[src/rtl/age_ordered_rs.sv]
// Age-ordered reservation station: holds pending ops, captures CDB
// results by tag, and issues the oldest ready op over valid/ready.
module age_ordered_rs #(
  parameter int DEPTH   = 8,
  parameter int TAG_W   = 4,
  parameter int DATA_W  = 32,
  parameter int NUM_CDB = 2,
  parameter int OP_W    = 8,
  parameter int CNT_W   = $clog2(DEPTH+1)
) (
  input  logic                      clk,
  input  logic                      rst,
  input  logic                      flush,
  input  logic                      alloc_valid,
  output logic                      alloc_ready,
  input  logic [OP_W-1:0]           alloc_op,
  input  logic [TAG_W-1:0]          alloc_dest_tag,
  input  logic                      alloc_src1_busy,
  input  logic [TAG_W-1:0]          alloc_src1_tag,
  input  logic [DATA_W-1:0]         alloc_src1_val,
  input  logic                      alloc_src2_busy,
  input  logic [TAG_W-1:0]          alloc_src2_tag,
  input  logic [DATA_W-1:0]         alloc_src2_val,
  input  logic [NUM_CDB-1:0]        cdb_valid,
  input  logic [NUM_CDB*TAG_W-1:0]  cdb_tag,
  input  logic [NUM_CDB*DATA_W-1:0] cdb_data,
  output logic                      issue_valid,
  input  logic                      issue_ready,
  output logic [OP_W-1:0]           issue_op,
  output logic [TAG_W-1:0]          issue_dest_tag,
  output logic [DATA_W-1:0]         issue_src1,
  output logic [DATA_W-1:0]         issue_src2,
  output logic [CNT_W-1:0]          num_free
);

  localparam int AGE_W = (DEPTH > 1) ? $clog2(DEPTH) : 1;
  localparam int IDX_W = AGE_W;

  logic [DEPTH-1:0]  r_valid;
  logic [OP_W-1:0]   r_op   [DEPTH];
  logic [TAG_W-1:0]  r_dest [DEPTH];
  logic [DEPTH-1:0]  r_b1;
  logic [DEPTH-1:0]  r_b2;
  logic [TAG_W-1:0]  r_t1   [DEPTH];
  logic [TAG_W-1:0]  r_t2   [DEPTH];
  logic [DATA_W-1:0] r_v1   [DEPTH];
  logic [DATA_W-1:0] r_v2   [DEPTH];
  logic [AGE_W-1:0]  r_age  [DEPTH];

  logic [DEPTH-1:0]  w_rdy;
  logic              w_any;
  logic [IDX_W-1:0]  w_sel;
  logic [AGE_W-1:0]  w_sel_age;
  logic [IDX_W-1:0]  w_free_idx;
  logic [CNT_W-1:0]  w_cnt;
  logic [AGE_W-1:0]  w_new_age;
  logic              w_fire_alloc;
  logic              w_fire_iss;
  logic [DEPTH-1:0]  w_h1;
  logic [DEPTH-1:0]  w_h2;
  logic [DATA_W-1:0] w_d1   [DEPTH];
  logic [DATA_W-1:0] w_d2   [DEPTH];
  logic [DATA_W:0]   w_a1;
  logic [DATA_W:0]   w_a2;

  // Returns {hit, data}; scanning high to low lets port 0 win ties.
  function automatic logic [DATA_W:0] f_cdb(
    input logic [TAG_W-1:0]          t,
    input logic [NUM_CDB-1:0]        v,
    input logic [NUM_CDB*TAG_W-1:0]  tg,
    input logic [NUM_CDB*DATA_W-1:0] d
  );
    logic [DATA_W:0] res;
    res = '0;
    for (int p = NUM_CDB-1; p >= 0; p--) begin
      if (v[p] && tg[p*TAG_W +: TAG_W] == t)
        res = {1'b1, d[p*DATA_W +: DATA_W]};
    end
    return res;
  endfunction

  always_comb begin
    w_h1 = '0;
    w_h2 = '0;
    for (int i = 0; i < DEPTH; i++) begin
      {w_h1[i], w_d1[i]} = f_cdb(r_t1[i], cdb_valid, cdb_tag, cdb_data);
      {w_h2[i], w_d2[i]} = f_cdb(r_t2[i], cdb_valid, cdb_tag, cdb_data);
    end
    w_a1 = f_cdb(alloc_src1_tag, cdb_valid, cdb_tag, cdb_data);
    w_a2 = f_cdb(alloc_src2_tag, cdb_valid, cdb_tag, cdb_data);
  end

  always_comb begin
    w_rdy     = '0;
    w_any     = 1'b0;
    w_sel     = '0;
    w_sel_age = '0;
    for (int i = 0; i < DEPTH; i++) begin
      w_rdy[i] = r_valid[i] && !r_b1[i] && !r_b2[i];
      if (w_rdy[i] && (!w_any || r_age[i] < w_sel_age)) begin
        w_any     = 1'b1;
        w_sel     = IDX_W'(i);
        w_sel_age = r_age[i];
      end
    end
  end

  always_comb begin
    w_free_idx = '0;
    w_cnt      = '0;
    for (int i = DEPTH-1; i >= 0; i--) begin
      if (!r_valid[i]) w_free_idx = IDX_W'(i);
      w_cnt = w_cnt + CNT_W'(r_valid[i]);
    end
  end

  assign num_free     = CNT_W'(DEPTH) - w_cnt;
  assign alloc_ready  = (num_free != '0);
  assign w_fire_alloc = alloc_valid && alloc_ready;
  assign w_fire_iss   = w_any && issue_ready;
  // Age counts survivors, so an issuing entry is subtracted out.
  assign w_new_age    = AGE_W'(w_cnt) - AGE_W'(w_fire_iss);

  assign issue_valid    = w_any;
  assign issue_op       = w_any ? r_op[w_sel]   : '0;
  assign issue_dest_tag = w_any ? r_dest[w_sel] : '0;
  assign issue_src1     = w_any ? r_v1[w_sel]   : '0;
  assign issue_src2     = w_any ? r_v2[w_sel]   : '0;

  always_ff @(posedge clk or negedge rst) begin
    if (!rst) begin
      r_valid <= '0;
      r_b1    <= '0;
      r_b2    <= '0;
      for (int i = 0; i < DEPTH; i++) begin
        r_op[i]   <= '0;
        r_dest[i] <= '0;
        r_t1[i]   <= '0;
        r_t2[i]   <= '0;
        r_v1[i]   <= '0;
        r_v2[i]   <= '0;
        r_age[i]  <= '0;
      end
    end else if (flush) begin
      r_valid <= '0;
      for (int i = 0; i < DEPTH; i++)
        r_age[i] <= '0;
    end else begin
      for (int i = 0; i < DEPTH; i++) begin
        if (r_valid[i]) begin
          if (r_b1[i] && w_h1[i]) begin
            r_b1[i] <= 1'b0;
            r_v1[i] <= w_d1[i];
          end
          if (r_b2[i] && w_h2[i]) begin
            r_b2[i] <= 1'b0;
            r_v2[i] <= w_d2[i];
          end
          if (w_fire_iss && w_sel == IDX_W'(i))
            r_valid[i] <= 1'b0;
          else if (w_fire_iss && r_age[i] > w_sel_age)
            r_age[i] <= r_age[i] - 1'b1;
        end
      end
      if (w_fire_alloc) begin
        r_valid[w_free_idx] <= 1'b1;
        r_op[w_free_idx]    <= alloc_op;
        r_dest[w_free_idx]  <= alloc_dest_tag;
        r_t1[w_free_idx]    <= alloc_src1_tag;
        r_t2[w_free_idx]    <= alloc_src2_tag;
        r_age[w_free_idx]   <= w_new_age;
        r_b1[w_free_idx]    <= alloc_src1_busy && !w_a1[DATA_W];
        r_b2[w_free_idx]    <= alloc_src2_busy && !w_a2[DATA_W];
        r_v1[w_free_idx]    <= alloc_src1_busy ? w_a1[DATA_W-1:0]
                                               : alloc_src1_val;
        r_v2[w_free_idx]    <= alloc_src2_busy ? w_a2[DATA_W-1:0]
                                               : alloc_src2_val;
      end
    end
  end

endmodule

[config.mk]
export PLATFORM = sky130hd
export DESIGN_NAME = age_ordered_rs
export DESIGN_NICKNAME = d
export VERILOG_FILES = /design/src/rtl/age_ordered_rs.sv
export SDC_FILE = /design/constraint.sdc
export NUM_CORES = 2
export LEC_CHECK = 0
export ABC_AREA = 1
export CELL_PAD_IN_SITES_DETAIL_PLACEMENT = 1
export CELL_PAD_IN_SITES_GLOBAL_PLACEMENT = 1
export CORE_MARGIN = 2
export CORE_UTILIZATION = 45
export DETAILED_ROUTE_END_ITERATION = 6
export PLACE_DENSITY = 0.82
export SYNTH_ARGS = -nofsm -noshare
export SYNTH_HDL_FRONTEND = slang
export SYNTH_SLANG_ARGS = --single-unit
export TNS_END_PERCENT = 10
[constraint.sdc]
create_clock -name clk -period 25.4 [get_ports clk]
set_input_delay 5.08 -clock clk [delete_from_list [all_inputs] [get_ports clk]]
set_output_delay 5.08 -clock clk [all_outputs]
set_load 0.005 [all_outputs]
==> impl_metrics.csv <==
group,metric,value,unit
yosys,seq_area_frac_synth,0.348,
finish,syn_to_final_growth,11.6,%
floorplanning,die_h,343,µm
yosys,yosys_most_used_dff,"dfrtp_1",
yosys,ys_seq_elements,720,
critical_path,end_kind,"output pin",
global_routing,grt_pass1_vias,62200,
finish,fin_nets,7889,
global_routing,grt_max_degree,180,
critical_path,start_kind,"flop",
run_status,status,"complete, no violations",
sta,fin_skew,0.0445,ns
placed_design,io_buffer_count,246,
yosys,syn_nets,8120,
cts,clockBufferDepth,3,
sta,finalSetupViolations,0,
power_and_ir_drop,pwr_density_cell,80.5,nW/µm²
power_and_ir_drop,p_leak,0.0253,µW
cts,cts_sinks,720,
flow_run,cap_violations,0,
sta,clock.fmax,57.3,MHz
power_and_ir_drop,vdd_ir_drop_max,85.6,µV
detailed_routing,dr.first_iter.drc_count,7829,
global_routing,overflow,0,
critical_path,path_class,"reg2out",
yosys,synth_warnings,0,
finish,final_cell_mix,"1978 x nand2_1, 1869 x o21ai_0, 840 x inv_1, 720 x dfrtp_1, 603 x a21oi_1",
floorplanning,core,114000,µm²
cts,clk_pin_slew,0.06,ns
cts,insertion_delay,0.73,ns
detailed_routing,via_per_inst,6.62,
sta,setup_tns,0,ns
finish,drive_above_1_share,0.0472,
yosys,synthCells,7909,
critical_path,cp-startpoint,"r_valid[0]",
sta,rsz0062_at_grt,"false",
floorplanning,start_util,0.453,
cts,htree_levels,3,
sta,slew_headroom,0.0531,
cts,cts_tree,"built",
floorplanning,die_width,343,µm
cts,post_cts_buffers,0,
finish,seq_area,18000,µm²
yosys,synth.avg_cell_area,6.54,µm²
critical_path,path_common_cell,"nand2_1",
cts,clockRootBuffer,"clkbuf_16",
finish,layout_commonest_cell,"nand2_1",
finish,filler_cell_count,15000,
critical_path,worst-endpoint-required,20.32,ns
global_routing,grt_pass1_wl,381000,µm
placed_design,place_congestion,0.888,
sta,finalMaxSlewViolations,0,
placed_design,dp_hpwl,145000,µm
critical_path,critical_path.max_fanout,90,
cts,numCtsBuffers,91,
floorplanning,pin_count,247,
hold_path,hold_path_depth,2,
critical_path,r2r_end,"r_age[16]",
sta,worstMarginPinSlew,1.42,ns
yosys,syn_area,51700,µm²
sta,post-route-period-util,0.687,
critical_path,r2r_slack,14.12,ns
yosys,yosysTopAreaCell,"dfrtp_1",
yosys,synth-async-reset-ratio,1.00,
hold_path,hold_start,"r_op[17]",
sta,finalHoldViolCount,0,
detailed_routing,wl,253000,µm
critical_path,r2r_cells,65,
detailed_routing,drtPass1Iterations,6,
detailed_routing,drc,0,
finish,utilization,0.506,
finish,multi_input_area,28100,µm²
detailed_routing,vias,61300,
yosys,synth_top_area_frac,0.348,
floorplanning,die_area,118000,µm²
global_routing,antenna_found_initial,12,
yosys,synth_edf_count,0,
cts,cts_resized,0,
floorplanning,rows,124,
yosys,synth_area_leaders,"dfrtp_1 35%, o21ai_0 18%, nand2_1 14%, inv_1 6.1%, a21oi_1 5.8%",
yosys,synth_cell_types,50,
hold_path,hold_path.class,"reg2reg",
critical_path,reg2reg_from,"r_valid[0]",
sta,period_minus_slack,17.44,ns
global_routing,grtUsageTotal,0.420,
critical_path,cp.arrival,12.36,ns
detailed_routing,wl_per_cell,27.3,µm
critical_path,slowest_delay,0.92,ns
detailed_routing,final_antenna_net_count,0,
hold_path,hold_path_end,"r_op[17]",
cts,cts_hold_buffers,0,
critical_path,worst_path_max_delay_cell,"nor3_1",
## cell usage after synthesis (2+ instances only)
cell / n
a211oi_1: 26
a21oi_1: 603
a221oi_1: 17
a2bb2oi_1: 12
a31oi_1: 22
a41oi_1: 128
buf_1: 55
buf_2: 36
buf_4: 8
buf_6: 2
clkbuf_1: 591
clkinv_1: 34
dfrtp_1: 720
fa_1: 4
ha_1: 42
inv_1: 844
inv_2: 14
mux2_2: 2
nand2_1: 1982
nand2_2: 20
nand2_4: 8
nand3_1: 120
nand3_2: 5
nand3b_1: 3
nand4_1: 28
nor2_1: 102
nor2_2: 8
nor2_4: 2
nor3_1: 141
nor4_1: 2
o2111ai_1: 28
o211ai_1: 204
o21a_1: 6
o21ai_0: 1871
o21ai_1: 5
o21bai_1: 5
o22ai_1: 166
o41ai_1: 5
or2_2: 9
xnor2_1: 15
xor2_1: 5
## worst max-delay path, delay by kind of cell (launching register included)
| family | cells | cell delay (ns) |
|---|---|---|
| and+or+nand+nor | 35 | 4.35 |
| AOI/OAI and AO/OA | 10 | 2.42 |
| buffers and inverters | 9 | 2.16 |
| adders and majority gates | 7 | 2.08 |
| DFF | 1 | 0.57 |
## state kept, by name, indices dropped and copies added (netlist names)
name and count:
r_v2 256, r_dest 32, r_op 64, r_t2 32, r_t1 32, r_b2 8
r_valid 8, r_b1 8, r_v1 256, r_age 24
## layer usage
layer	up-vias	track usage	part of all wire
li1	26200	-	-
met1	30400	0.553	0.40
met3	923	0.114	0.13
met4	10	0.200	0.052
met2	3781	0.638	0.42
met5	-	0.00601	0.00057
## stage by stage
stage / cells / worst slack [ns] / total power [µW] / instance area (µm²) / hold WS (ns)
after detailed placement: 9097 / 9.03 / 3270 / 54900 / 0.474
after floorplan: 7909 / 12.88 / 2640 / 51700 / 0.446
final: 9256 / 7.96 / 4650 / 57800 / 0.486
after CTS: 9250 / 8.28 / 4590 / 57700 / 0.489
after global routing: 9253 / 7.09 / 4890 / 57700 / 0.514
after global placement: 9097 / 9.33 / 3170 / 54900 / 0.459
## how the worst max path moves through the flow
stage,endpoint,slack (ns),cells after the start
floorplan,issue_dest_tag[0],12.88,59
global placement,issue_src1[18],9.33,62
detailed placement,issue_src1[20],9.03,64
CTS,issue_src2[23],8.28,63
global route,issue_src1[20],7.09,64
finish,issue_src2[23],7.96,61
## logic make-up after synthesis
| logic type | synth area share |
|---|---|
| xor+xnor | 0.00339 |
| simple gates | 0.189 |
| fa+ha+maj | 0.0117 |
| mux | 0.000629 |
| compound gates | 0.330 |
| buf+inv | 0.117 |
| flops | 0.348 |
## cell type report
cell class / count / share of cell area
well taps: 1512 / 0.0328
inverters: 892 / 0.0586
diodes: 6 / 0.000260
multi-input cells: 5604 / 0.487
repair buffers: 369 / 0.0597
clock inverters: 20 / 0.00611
flip-flops and latches: 720 / 0.312
clock buffers: 133 / 0.0437
## where the power goes
part / internal (µW) / total [µW] / switching (µW) / leakage (µW)
registers: 1450 / 1620 / 171 / 0.00912
logic: 559 / 1700 / 1140 / 0.0148
clock network: 742 / 1330 / 589 / 0.00139
Note: power is estimated with default switching activity, not from simulation.
